## config.mk

```make
export PLATFORM = sky130hd
export DESIGN_NAME = alu_result_display_flat
export DESIGN_NICKNAME = d
export VERILOG_FILES = /design/src/rtl/alu_result_display_if.sv /design/src/rtl/alu_result_display.sv /design/src/flat_wrapper.sv
export SDC_FILE = /design/constraint.sdc
export NUM_CORES = 1
export LEC_CHECK = 0
export CAP_MARGIN = 20
export CORE_ASPECT_RATIO = 1.75
export CORE_MARGIN = 4
export CORE_UTILIZATION = 55
export DETAILED_ROUTE_END_ITERATION = 8
export HOLD_SLACK_MARGIN = 0.1
export MAX_ROUTING_LAYER = met4
export PLACE_DENSITY = 0.88
export SYNTH_ARGS = -nofsm -noshare
export SYNTH_HDL_FRONTEND = slang
export SYNTH_SLANG_ARGS = --single-unit
```

## constraint.sdc

```tcl
create_clock -name clk -period 4.4 [get_ports clk]
set_clock_uncertainty 0.1 [all_clocks]
set_input_delay 0.88 -clock clk [delete_from_list [all_inputs] [get_ports clk]]
set_output_delay 0.88 -clock clk [all_outputs]
set_load 0.02 [all_outputs]
```

## src/rtl/alu_result_display_if.sv

```systemverilog
`default_nettype none
// ============================================================================
// Module      : alu_result_display_if
// Description : Bundle between the ALU and the seven-segment display driver.
// Revision    : 1.0 - initial release
// ============================================================================
interface alu_result_display_if;
    logic [31:0] res;
    logic        en;
    logic [7:0]  an;
    logic [6:0]  seg;
    logic        dp;

    modport master (output res, output en, input an, input seg, input dp);
    modport slave  (input res, input en, output an, output seg, output dp);
endinterface
`default_nettype wire

```

## src/rtl/alu_result_display.sv

```systemverilog
`default_nettype none
// ============================================================================
// Module      : alu_result_display
// Description : Eight-digit multiplexed hex display of the ALU result word.
// Revision    : 1.0 - initial release
// ============================================================================
module alu_result_display #(
    parameter int DIV_CNT  = 100000,
    parameter bit LZ_BLANK = 1'b1
) (
    input  wire logic             clk,
    input  wire logic             rst_n,
    alu_result_display_if.slave   bus
);

    localparam int             CW         = $clog2(DIV_CNT);
    localparam logic [CW-1:0]  C_CNT_LAST = CW'(DIV_CNT - 1);

    logic [CW-1:0] cnt_q,  cnt_d;
    logic [2:0]    idx_q,  idx_d;
    logic [31:0]   snap_q, snap_d;
    logic [7:0]    an_q,   an_d;
    logic [6:0]    seg_q,  seg_d;
    logic          dp_q,   dp_d;

    logic          w_slot_end;
    logic          w_blank;
    logic [31:0]   w_upper;
    logic [3:0]    w_nib;

    // Anything outside 0..F (X/Z in simulation) falls to the blank pattern.
    function automatic logic [6:0] hex_to_seg(input logic [3:0] n);
        case (n)
            4'h0: hex_to_seg = 7'h40;
            4'h1: hex_to_seg = 7'h79;
            4'h2: hex_to_seg = 7'h24;
            4'h3: hex_to_seg = 7'h30;
            4'h4: hex_to_seg = 7'h19;
            4'h5: hex_to_seg = 7'h12;
            4'h6: hex_to_seg = 7'h02;
            4'h7: hex_to_seg = 7'h78;
            4'h8: hex_to_seg = 7'h00;
            4'h9: hex_to_seg = 7'h10;
            4'hA: hex_to_seg = 7'h08;
            4'hB: hex_to_seg = 7'h03;
            4'hC: hex_to_seg = 7'h46;
            4'hD: hex_to_seg = 7'h21;
            4'hE: hex_to_seg = 7'h06;
            4'hF: hex_to_seg = 7'h0E;
            default: hex_to_seg = 7'h7F;
        endcase
    endfunction

    always_comb begin
        w_slot_end = (cnt_q == C_CNT_LAST);
        cnt_d      = cnt_q + 1'b1;
        idx_d      = idx_q;
        snap_d     = snap_q;
        if (w_slot_end) begin
            cnt_d = '0;
            idx_d = idx_q + 3'd1;
            // Sampling only as digit 7 hands over to digit 0 keeps a frame tear-free.
            if (idx_q == 3'd7) begin
                snap_d = bus.res;
            end
        end
    end

    always_comb begin
        w_upper = snap_q >> {idx_q, 2'b00};
        w_nib   = snap_q[{idx_q, 2'b00} +: 4];
        w_blank = !bus.en || (LZ_BLANK && (idx_q != 3'd0) && (w_upper == 32'd0));
        an_d    = 8'hFF;
        seg_d   = 7'h7F;
        dp_d    = 1'b1;
        if (w_blank) begin
            an_d  = 8'hFF;
            seg_d = 7'h7F;
        end else begin
            an_d  = ~(8'd1 << idx_q);
            seg_d = hex_to_seg(w_nib);
        end
    end

    always_ff @(posedge clk or negedge rst_n) begin
        if (!rst_n) begin
            cnt_q  <= '0;
            idx_q  <= 3'd0;
            snap_q <= 32'd0;
            an_q   <= 8'hFF;
            seg_q  <= 7'h7F;
            dp_q   <= 1'b1;
        end else begin
            cnt_q  <= cnt_d;
            idx_q  <= idx_d;
            snap_q <= snap_d;
            an_q   <= an_d;
            seg_q  <= seg_d;
            dp_q   <= dp_d;
        end
    end

    assign bus.an  = an_q;
    assign bus.seg = seg_q;
    assign bus.dp  = dp_q;

endmodule
`default_nettype wire

```

## src/flat_wrapper.sv

```systemverilog
// flat-port wrapper written by rule: the top's interface ports become plain ports
module alu_result_display_flat 
#(
    parameter int DIV_CNT  = 100000,
    parameter bit LZ_BLANK = 1'b1
)
  (clk, rst_n, bus_res, bus_en, bus_an, bus_seg, bus_dp);
  alu_result_display_if bus_i ();
  input  wire logic clk;
  input  wire logic rst_n;
  input wire logic [$bits(bus_i.res)-1:0] bus_res;
  input wire logic [$bits(bus_i.en)-1:0] bus_en;
  output wire logic [$bits(bus_i.an)-1:0] bus_an;
  output wire logic [$bits(bus_i.seg)-1:0] bus_seg;
  output wire logic [$bits(bus_i.dp)-1:0] bus_dp;
  assign bus_i.res = bus_res;
  assign bus_i.en = bus_en;
  assign bus_an = bus_i.an;
  assign bus_seg = bus_i.seg;
  assign bus_dp = bus_i.dp;
  alu_result_display #(.DIV_CNT(DIV_CNT), .LZ_BLANK(LZ_BLANK)) u_core (.clk(clk), .rst_n(rst_n), .bus(bus_i));
endmodule
```

; ---- Word level (Yosys, flattened, before mapping)
; Memory sizes are Yosys's and may differ from the RTL's.
; Index checks and enable logic that the tools add are counted.
[word_totals]
ff_bits = 67
latch_bits = 0
mem_bits_rw = 0
romBits = 112
input_bits = 35
output_inout_bits = 16
wordCells = 23
memories = 1
[memory_table]
columns = memory, depth, width, read_ports, rd_clocked_by_memory_dff, wr, line_no
row1 = (no name shown), 16, 7, 1, 0, 0, alu_result_display.sv:33  ; case (n)
[classes]
add_sub_neg = 2
mul = 0
div_mod_pow = 0
order_cmp = 0
eq_ne = 2
shifts = 3
mux = 3
bitwise = 1
reduce_logical = 6
[op_table]
columns = op, n
row1 = $logic_not A32 Y1, 1
row2 = $shiftx A32 B6 Y4, 1
row3 = $shr A32 B5 Y32, 1
row4 = $add A17 B1 Y17 const B, 1
row5 = $eq A17 B17 Y1 const B, 1
row6 = $mux W17, 1
row7 = $mux W8, 1
row8 = $not A8 Y8, 1
row9 = $shl A1 B3 Y8 const A, 1
row10 = $mux W7, 1
row11 = $add A3 B1 Y3 const B, 1
row12 = $eq A3 B3 Y1 const B, 1
row13 = $reduce_bool A3 Y1, 1
row14 = $reduce_and A2 Y1, 1
row15 = $logic_and A1 B1 Y1, 1
row16 = $logic_not A1 Y1, 1
row17 = $logic_or A1 B1 Y1, 1

; ---- Depth between registers and ports, before layout
; Gate-level depths: netlist of run 1.
[depth]
depth_word = 5
mapped_depth = 10

; ---- Worst setup path before layout of run 1
; No wires, ideal clock.
[synth_path]
kind = register -> register
startpoint = register u_core.idx_q[1]
endpoint = register u_core.seg_q[3] (netlist: u_core.bus.seg[3])
setup_time_ps = 77
t_arrival_ps = 2366
required_time_ps = 4223
setup_slack_ps = 1856
stages_incl_launch_ff = 11
path_buffers = 3
cell_sequence = dfrtp_1 -> buf_6 -> buf_6 -> mux4_2 -> mux2i_2 -> ha_1 -> nand4_1 -> a21boi_2 -> a21boi_1 -> buf_6 -> o22ai_1
[synth_between]
elab_chain_cells = 5
[synth_rtl]
columns = item, line_no
row1 = start: declaration, alu_result_display.sv:20  ; logic [2:0] idx_q, idx_d;
row2 = start signal: assignment, alu_result_display.sv:95  ; idx_q <= idx_d;
row3 = "parallel branches: the longest is 4 deep, another holds $mem_v2 Z16 W7", -
row4 = $mux W7 *, alu_result_display.sv:76  ; if (w_blank) begin
row5 = via u_core.seg_d[3], alu_result_display.sv:23  ; logic [6:0] seg_q, seg_d;
row6 = end signal: assignment, alu_result_display.sv:98  ; seg_q <= seg_d;
row7 = end: declaration, alu_result_display.sv:23
; Mark *: on every way through the listed nets, which the timed path passes.
; A chain may end at the register's enable or synchronous reset.

; ---- Worst setup path in the final report of run 1
[layout_path]
startpoint = register u_core.idx_q[1]
endpoint = register u_core.seg_q[0] (netlist: u_core.bus.seg[0])
; Same word-level chain as after synthesis.

==> results of run 1 <==
==> final timing paths <==
kind	from	endpoint	slack, ns	cells past startpoint
worst max-delay path	u_core.idx_q[1]	u_core.bus.seg[0]	1.09	7
min in group asynchronous	rst_n	u_core.snap_q[6]	0.49	1
max in group asynchronous	rst_n	u_core.bus.an[3]	2.78	2
worst min register to register	u_core.cnt_q[0]	u_core.cnt_q[0]	0.39	1
worst max register to register	u_core.idx_q[1]	u_core.bus.seg[0]	1.09	7
worst min-delay path	u_core.cnt_q[0]	u_core.cnt_q[0]	0.39	1
==> cell type report <==
| class | instances | share of cell area (%) |
|---|---|---|
| inverters | 8 | 0.728 |
| clock buffers | 10 | 3.09 |
| flip-flops and latches | 67 | 41.1 |
| repair buffers | 52 | 12.3 |
| multi-input cells | 182 | 38.2 |
| clock inverters | 6 | 2.15 |
| well taps | 78 | 2.37 |
==> worst reg2reg max path, delay by kind of cell, from the launching register on <==
| family | cells | cell delay [ns] |
|---|---|---|
| AND/OR/NAND/NOR | 1 | 0.13 |
| AO/OA/AOI/OAI | 3 | 1.04 |
| flip-flops | 1 | 0.90 |
| adder cells (fa/ha/maj) | 1 | 0.26 |
| multiplexers | 2 | 0.76 |
==> per-stage QoR <==
step,utilization (%),area [um^2],instances
2_1_floorplan,-,3380,269
3_3_place_gp,66.0,3910,387
3_5_place_dp,66.0,3910,387
4_1_cts,69.6,4130,403
5_1_grt,69.6,4130,403
6_report,69.6,4130,403
==> state kept, by name, summed over array words and instances, names as in the netlist <==
register / flops
u_core.bus.an: 8
u_core.bus.seg: 7
u_core.cnt_q: 17
u_core.idx_q: 3
u_core.snap_q: 32
==> layout by cell type (no fill, tap or decap), types with 6 or more instances in the layout <==
cell | netlist | final
xnor2_1 | 11 | 11
nand4_1 | 6 | 6
ha_1 | 13 | 13
nand3_1 | 11 | 11
mux2i_1 | 12 | 12
nor4_1 | 11 | 11
o21ai_1 | 7 | 7
mux2_2 | 28 | 28
dfstp_2 | 15 | 15
dfrtp_1 | 52 | 52
xor2_1 | 6 | 6
inv_1 | 7 | 7
mux4_2 | 7 | 7
nand2_1 | 13 | 13
mux2_1 | 6 | 6
nor2_1 | 12 | 12
clkbuf_8 | 0 | 9
clkdlybuf4s50_1 | 0 | 48
==> metal layers <==
layer	up-vias	track usage, %	wire (um)
met5	-	-	0
met4	0	15.7	435
met2	87	41.1	4480
met1	1190	22.9	2660
met3	38	4.64	286
li1	1077	-	-
==> synth_stat cells (all sizes together), types with 2 or more instances <==
library cell / count / area [um^2]
buf: 11 / 76.3
inv: 8 / 30.0
mux2: 34 / 383
mux4: 7 / 158
nor2b: 3 / 18.8
nand3: 11 / 55.1
xor2: 6 / 52.6
dfrtp: 52 / 1300
o221ai: 2 / 17.5
mux2i: 14 / 156
ha: 13 / 163
and4: 3 / 26.3
nor4: 11 / 68.8
o22ai: 2 / 12.5
o21ai: 8 / 40.0
a21oi: 2 / 10.0
nor4b: 2 / 17.5
nand2: 13 / 48.8
nor2: 12 / 45.0
xnor2: 11 / 96.3
a21boi: 4 / 37.5
nand4: 6 / 37.5
a22oi: 2 / 15.0
nand2b: 2 / 12.5
dfstp: 15 / 394
o2111ai: 2 / 17.5
==> where the power goes <==
group	internal, mW	switching, mW	leakage [nW]	total (mW)
clock network	0.320	0.236	0.103	0.556
logic	0.0664	0.0555	0.760	0.122
registers	0.643	0.0197	0.796	0.662
total	1.03	0.311	1.66	1.34
==> cells by family after synthesis <==
logic type,synth area share [%]
XOR/XNOR,4.40
other,0.111
AND/OR/NAND/NOR,11.3
buffers and inverters,3.25
adder cells (fa/ha/maj),4.81
flip-flops,50.1
AO/OA/AOI/OAI,5.44
multiplexers,20.6
==> impl_metrics.py, run 1 <==
metrics = {
    "yosys": {
        "ys_types": 48,
        "ys_warn_count": 0,
        "syn-instance-count": 269,
        "synth-seq-cells": 67,
        "avgSynthCellArea_um2": 12.6,
        "async_flop_share_pct": 100,
        "seq_area_frac_synth_pct": 50.1,
        "synth_edf_count": 0,
        "synth_nets": 317,
        "synthFlopType": "dfrtp_1",
        "syn_area_um2": 3380,
    },
    "layout": {
        "fill_cells": 456,
        "multi_input_comb_area_um2": 1580,
        "drive_above_1_share_pct": 23.1,
        "seq_area_um2": 1700,
        "insertedDiodeCount": 0,
        "syn2layout_area_growth_pct": 21.9,
        "fin_nets": 368,
    },
    "die": {
        "fp-row-count": 37,
        "start_util_pct": 57.1,
        "die-area_um2": 7520,
        "die_w_um": 67.3,
        "ios": 51,
        "die_y_um": 112,
        "core_um2": 5930,
    },
    "critical_path": {
        "cp-start-kind": "flip-flop",
        "cp_slowest_stage_delay_ns": 0.90,
        "crit_arrival_ns": 3.45,
        "worstPathMaxFanout": 21,
        "critPathRequiredTime_ns": 4.54,
        "slowest_stage": "dfrtp_1",
        "crit_chain": "mux2i_1, mux4_2, ha_1, nand4_1, a21boi_2, a21boi_1, o221ai_1",
        "crit_type": "flip-flop to flip-flop",
        "path_buf_inv": 0,
        "crit_family": "compound AO/OA/AOI/OAI gates",
        "cp-end-kind": "flip-flop",
    },
    "sta": {
        "fin_crit_ns": 3.31,
        "max_freq_ghz": 0.302,
        "hold_violations": 0,
        "tightest_slew_ns": 0.919,
        "grt_setup_unrepaired": "no",
        "drv_slew": 0,
        "min_period_over_period_pct": 75.2,
        "slew_headroom_pct": 38.6,
        "whs_ns": 0.390,
        "setup_viol": 0,
        "setup_tns_ns": 0,
        "worst_slack_ns": 1.09,
    },
    "route": {
        "via_per_inst": 5.94,
        "via_count": 2392,
        "drtIter0Drc": 178,
        "wire_per_inst_um": 19.5,
        "drc_errors": 0,
        "dr.pass1.iters": 5,
        "wirelength_mm": 7.85,
        "drtAntennaViolNets": 0,
    },
    "clock_network": {
        "clk_latency_ns": 0.35,
        "root_buffer": "clkbuf_8",
        "hold_buffers": 0,
        "cts_made_buffers": 9,
        "post_cts_resized": 0,
        "cts_tree": "done",
        "post_cts_buffers": 0,
        "htreeDepth": 3,
        "clockBufferDepth": 2,
        "cts_sinks": 67,
        "cts.clk_slew.worst_paths_ns": 0.07,
    },
    "global_route": {
        "antenna_found_initial": 0,
        "grt_usage_pct": 23.8,
        "grt_max_degree": 36,
        "grt_pass1_wl_mm": 12.6,
        "grt-ovfl-total": 0,
        "grt_pass1_vias": 2579,
    },
    "run": {
        "maxCapViolCount": 0,
    },
    "pwr": {
        "static-leakage-power_nw": 1.66,
        "power_density_nw_per_um2": 325,
        "peakVddDrop_v": 0.000412,
        "total_power_mw": 1.34,
    },
    "place": {
        "gp_congestion": 1.04,
        "dp_hpwl_mm": 5.73,
        "pre_cts_ws_ns": 1.17,
        "portBuffers": 49,
    },
    "status": {
        "outcome": "finished clean",
    },
    "min_path": {
        "hold_path.class": "flip-flop to flip-flop",
    },
}
(Power assumes the default switching activity.)
==> run 2: changes to the inputs <==
--- a/config.mk
+++ b/config.mk
@@ -8,11 +8,11 @@
 export CAP_MARGIN = 20
 export CORE_ASPECT_RATIO = 1.75
 export CORE_MARGIN = 4
-export CORE_UTILIZATION = 55
+export CORE_UTILIZATION = 54
 export DETAILED_ROUTE_END_ITERATION = 8
 export HOLD_SLACK_MARGIN = 0.1
 export MAX_ROUTING_LAYER = met4
-export PLACE_DENSITY = 0.88
+export PLACE_DENSITY = 0.87
 export SYNTH_ARGS = -nofsm -noshare
 export SYNTH_HDL_FRONTEND = slang
 export SYNTH_SLANG_ARGS = --single-unit
==> constraint.sdc (replaced) <==
create_clock -name clk -period 3.4 [get_ports clk]
set_clock_uncertainty 0.1 [all_clocks]
set_input_delay 0.68 -clock clk [delete_from_list [all_inputs] [get_ports clk]]
set_output_delay 0.68 -clock clk [all_outputs]
set_load 0.02 [all_outputs]
==> run 2 against run 1 <==
Compared with the run above:
- sequential cell count unchanged
- power is 17% higher
- setup slack worse by 0.48 ns
- fmax grew 19%
- critical path type unchanged
- clock power about the same
- via count fell by 2.9%
- sequential power is 29% higher
- global-route usage shrank 3.0 points
==> impl_metrics.py, run 2 (same netlist as run 1, synthesis figures left out) <==
metrics = {
    "status": {
        "outcome": "finished clean",
    },
    "layout": {
        "fill_cells": 421,
        "final_cell_mix": "dfrtp_1, clkdlybuf4s50_1, mux2_2",
        "syn2layout_area_growth_pct": 20.6,
        "fin_nets": 369,
        "multi_input_comb_area_um2": 1580,
        "drive_above_1_share_pct": 22.7,
        "final_cells": 404,
        "insertedDiodeCount": 0,
        "largest_register_ffs": 32,
        "layout_commonest_cell": "dfrtp_1",
        "seq_area_um2": 1700,
        "regMostFlops": "u_core.snap_q",
    },
    "sta": {
        "worst_slack_ns": 0.613,
        "slew_headroom_pct": 58.6,
        "drv_slew": 0,
        "fin_crit_ns": 2.79,
        "max_freq_ghz": 0.359,
        "setup_tns_ns": 0,
        "setup_viol": 0,
        "hold_violations": 0,
        "min_period_over_period_pct": 82.0,
        "grt_setup_unrepaired": "no",
        "tightest_slew_ns": 0.621,
    },
    "route": {
        "wirelength_mm": 6.79,
        "dr.pass1.iters": 4,
        "via_per_inst": 5.75,
        "via_count": 2323,
        "drtAntennaViolNets": 0,
        "drtIter0Drc": 104,
        "drc_errors": 0,
        "wire_per_inst_um": 16.8,
    },
    "critical_path": {
        "ff2ff_path_depth": 8,
        "slowest_stage": "dfrtp_1",
        "crit_family": "multiplexers",
        "crit_chain": "mux4_2, mux2i_2, ha_1, nand3_1, a21boi_2, a21boi_1, buf_4, o221ai_1",
        "cp_slowest_stage_delay_ns": 0.65,
        "cp-start-kind": "flip-flop",
        "worstPathMaxFanout": 12,
        "crit_type": "flip-flop to flip-flop",
        "cp-end-kind": "flip-flop",
        "critPathRequiredTime_ns": 3.55,
        "path_buf_inv": 1,
        "cp.depth": 8,
        "crit_arrival_ns": 2.94,
    },
    "min_path": {
        "hold_path.class": "input port to asynchronous set/reset pin",
    },
    "place": {
        "portBuffers": 49,
        "pre_cts_ws_ns": 0.644,
        "dp_hpwl_mm": 5.15,
        "numPlacedInstances": 388,
        "gp_congestion": 0.897,
    },
    "pwr": {
        "peakVddDrop_v": 0.000358,
        "static-leakage-power_nw": 1.65,
        "power_density_nw_per_um2": 383,
    },
    "clock_network": {
        "hold_buffers": 0,
        "cts_sinks": 67,
        "cts_tree": "done",
        "cts.clk_slew.worst_paths_ns": 0.07,
        "post_cts_resized": 0,
        "clk_latency_ns": 0.34,
        "cts_made_buffers": 9,
        "htreeDepth": 3,
        "clockBufferDepth": 2,
        "post_cts_buffers": 0,
        "root_buffer": "clkbuf_8",
    },
    "global_route": {
        "grt_pass1_vias": 2435,
        "grt_max_degree": 53,
        "antenna_found_initial": 0,
        "grt-ovfl-total": 0,
        "grt_pass1_wl_mm": 11.5,
        "grt_usage_pct": 20.8,
    },
    "die": {
        "die_w_um": 67.8,
        "ios": 51,
        "die-area_um2": 7650,
        "start_util_pct": 56.7,
        "die_y_um": 113,
        "fp-row-count": 37,
        "core_um2": 5970,
    },
    "run": {
        "maxCapViolCount": 0,
    },
}
==> run 2: changes by cell type in the layout (fill, tap and decap cells not counted), sizes merged <==
cell	previous run	this run
clkinv	1	3
inv	9	8
clkinvlp	2	0
buf	4	5
clkbuf	10	13
bufinv	2	0
==> run 2: layout make-up <==
type                    instances  area share [%]
clock buffers                  13            3.65
clock inverters                 3           0.368
inverters                       8           0.736
multi-input cells             182            38.7
flip-flops and latches         67            41.6
well taps                      78            2.39
repair buffers                 53            12.6
==> run 2: metal layers <==
layer / global-route usage, % / part of all wire, %
met1: 21.8 / 36
met2: 34.3 / 55
met3: 5.06 / 4.3
met4: 12.4 / 4.8
met5: - / 0
==> run 2: metrics by stage <==
step,utilization [%],hold WS [ns],power [mW],instance area [um^2]
6_report,68.3,0.148,1.56,4080
5_1_grt,68.3,0.146,1.64,4080
4_1_cts,68.3,0.142,1.58,4080
3_5_place_dp,65.6,0.386,1.02,3920
3_3_place_gp,65.6,0.375,1.02,3920
2_1_floorplan,-,0.284,0.936,3380
==> run 2: path summary, 6_finish.rpt <==
check | startpoint | end | slack, ns
min reg2reg | u_core.cnt_q[13] | u_core.cnt_q[13] | 0.40
min in group clk | u_core.cnt_q[13] | u_core.cnt_q[13] | 0.40
max in group asynchronous | rst_n | u_core.snap_q[11] | 2.10
max | u_core.idx_q[1] | u_core.bus.seg[1] | 0.61
min | rst_n | u_core.cnt_q[2] | 0.15
max reg2reg | u_core.idx_q[1] | u_core.bus.seg[1] | 0.61
==> run 2: report_power, final <==
part           total [mW]  internal (mW)  switching, mW
sequential          0.855          0.832         0.0227
clock               0.554          0.281          0.272
combinational       0.155         0.0866         0.0687
==> run 2: worst register-to-register path: stages, from the launching register on <==
cell and delay [ns]:
dfrtp_1 0.65, mux4_2 0.58, mux2i_2 0.34, ha_1 0.28, nand3_1 0.11, a21boi_2 0.18, a21boi_1 0.08, buf_4 0.17
o221ai_1 0.21
==> run 3: changes to the inputs <==
==> constraint.sdc (replaced) <==
create_clock -name clk -period 2.8 [get_ports clk]
set_clock_uncertainty 0.1 [all_clocks]
set_input_delay 0.56 -clock clk [delete_from_list [all_inputs] [get_ports clk]]
set_output_delay 0.56 -clock clk [all_outputs]
set_load 0.02 [all_outputs]
==> run 3 against run 2 <==
Compared with the run above:
- power rose by 40%
- die area did not move
- clock power rose by 72%
- non-clock buffer count is 4 higher
- via count barely moved
- setup slack got worse by 0.38 ns
- combinational power up 25%
- worst hold slack better by 0.027 ns
- critical endpoint unchanged
==> impl_metrics.py, run 3 (same netlist as run 1, synthesis figures left out) <==
metrics = {
    "route": {
        "routed.top_layer": "met4",
        "wirelength_mm": 6.94,
        "drtAntennaViolNets": 0,
        "via_count": 2325,
        "wire_per_inst_um": 17.0,
        "dr.pass1.iters": 4,
        "drtIter0Drc": 143,
        "wl_met3_um": 272,
        "via_per_inst": 5.70,
        "met2WireLength_mm": 3.91,
        "wl_met1_mm": 2.37,
        "drc_errors": 0,
    },
    "die": {
        "fp-row-count": 37,
        "ios": 51,
        "core_um2": 5970,
        "die-area_um2": 7650,
        "start_util_pct": 56.7,
        "die_w_um": 67.8,
        "die_y_um": 113,
    },
    "layout": {
        "drive_above_1_share_pct": 24.2,
        "fin_nets": 373,
        "layout_commonest_cell": "dfrtp_1",
        "insertedDiodeCount": 0,
        "largest_register_ffs": 32,
        "regMostFlops": "u_core.snap_q",
        "design_area_um2": 4200,
        "syn2layout_area_growth_pct": 24.1,
        "final_cells": 408,
        "final_cell_mix": "dfrtp_1, clkdlybuf4s50_1, mux2_2",
        "fill_cells": 417,
    },
    "pwr": {
        "intPower_mw": 1.73,
        "static-leakage-power_nw": 1.71,
        "power_density_nw_per_um2": 520,
        "combPwrFrac_pct": 8.8,
        "p_seq_share_pct": 47.5,
        "clkPwrFrac_pct": 43.6,
        "p_sw_mw": 0.453,
        "switching_share_pct": 20.7,
        "peakVddDrop_v": 0.000497,
    },
    "sta": {
        "worst_slack_ns": 0.232,
        "min_period_over_period_pct": 91.7,
        "max_freq_ghz": 0.389,
        "slew_headroom_pct": 50.9,
        "setup_tns_ns": 0,
        "grt_setup_unrepaired": "no",
        "tightest_slew_ns": 0.736,
        "drv_slew": 0,
        "hold_violations": 0,
        "whs_ns": 0.175,
        "setup_viol": 0,
        "fin_crit_ns": 2.57,
    },
    "clock_network": {
        "root_buffer": "clkbuf_8",
        "cts_made_buffers": 9,
        "hold_buffers": 0,
        "cts_tree": "done",
        "htreeDepth": 3,
        "post_cts_resized": 0,
        "cts_sinks": 67,
        "clockBufferDepth": 2,
        "clk_latency_ns": 0.34,
        "post_cts_buffers": 0,
        "cts.clk_slew.worst_paths_ns": 0.07,
    },
    "critical_path": {
        "cp_common_cell": "buf_4",
        "worstPathMaxFanout": 12,
        "crit_chain": "buf_4, mux2i_1, mux4_2, ha_1, nand4_1, a21boi_2, a21boi_1, buf_4, o221ai_1",
        "cp_slowest_stage_delay_ns": 0.61,
        "cp-end-kind": "flip-flop",
        "crit_arrival_ns": 2.72,
        "critPathRequiredTime_ns": 2.95,
        "crit_type": "flip-flop to flip-flop",
        "slowest_stage": "dfrtp_1",
        "crit_family": "flip-flops",
        "ff2ff_setup_slack_ns": 0.23,
        "path_buf_inv": 2,
        "cp-start-kind": "flip-flop",
    },
    "place": {
        "dp_hpwl_mm": 5.34,
        "portBuffers": 49,
        "place_area_um2": 3960,
        "pre_cts_ws_ns": 0.249,
        "gp_congestion": 0.908,
        "numPlacedInstances": 392,
    },
    "global_route": {
        "grt-ovfl-total": 0,
        "grt_pass1_vias": 2474,
        "antenna_found_initial": 0,
        "grt_pass1_wl_mm": 11.7,
        "grt_usage_pct": 21.6,
        "grt_max_degree": 35,
    },
    "min_path": {
        "hold_path.class": "input port to asynchronous set/reset pin",
    },
    "status": {
        "outcome": "finished clean",
    },
    "run": {
        "maxCapViolCount": 0,
    },
}
[run 3: final cells by class]
type | instances | area (um^2) | area share [%]
clock buffers | 11 | 141 | 3.37
clock inverters | 5 | 100 | 2.38
inverters | 8 | 30.0 | 0.715
multi-input cells | 182 | 1580 | 37.6
flip-flops and latches | 67 | 1700 | 40.4
well taps | 78 | 97.6 | 2.32
repair buffers | 57 | 558 | 13.3
[run 3: worst paths after layout]
check / cells after the start / endpoint / start
worst max-delay path: 9 / u_core.bus.seg[1] / u_core.idx_q[1]
worst min-delay path: 1 / u_core.snap_q[31] / rst_n
worst max register to register: 9 / u_core.bus.seg[1] / u_core.idx_q[1]
worst min register to register: 1 / u_core.cnt_q[0] / u_core.cnt_q[0]
max in group asynchronous: 2 / u_core.bus.seg[6] / rst_n
min in group clk: 1 / u_core.cnt_q[0] / u_core.cnt_q[0]
[run 3: metrics by stage]
| step | total power, mW | utilization, % |
|---|---|---|
| 6_report | 2.18 | 70.3 |
| 2_1_floorplan | 1.14 | - |
| 3_5_place_dp | 1.25 | 66.3 |
| 3_3_place_gp | 1.24 | 66.3 |
| 5_1_grt | 2.28 | 70.3 |
| 4_1_cts | 2.21 | 70.3 |
[run 3: layer usage]
layer | vias up | global-route usage, %
met1 | 1123 | 21.3
met4 | 0 | 13.8
li1 | 1090 | -
met3 | 31 | 5.96
met2 | 81 | 36.1
met5 | - | -
[run 3: power by group through the flow]
| stage | Sequential [mW] | Combinational [mW] | Clock (mW) |
|---|---|---|---|
| 2_1_floorplan | 1.06 | 0.0770 | 0 |
| 3_3_place_gp | 1.05 | 0.190 | 0 |
| 3_5_place_dp | 1.05 | 0.195 | 0 |
| 4_1_cts | 1.04 | 0.196 | 0.981 |
| 5_1_grt | 1.04 | 0.214 | 1.03 |
| 6_report | 1.04 | 0.193 | 0.954 |
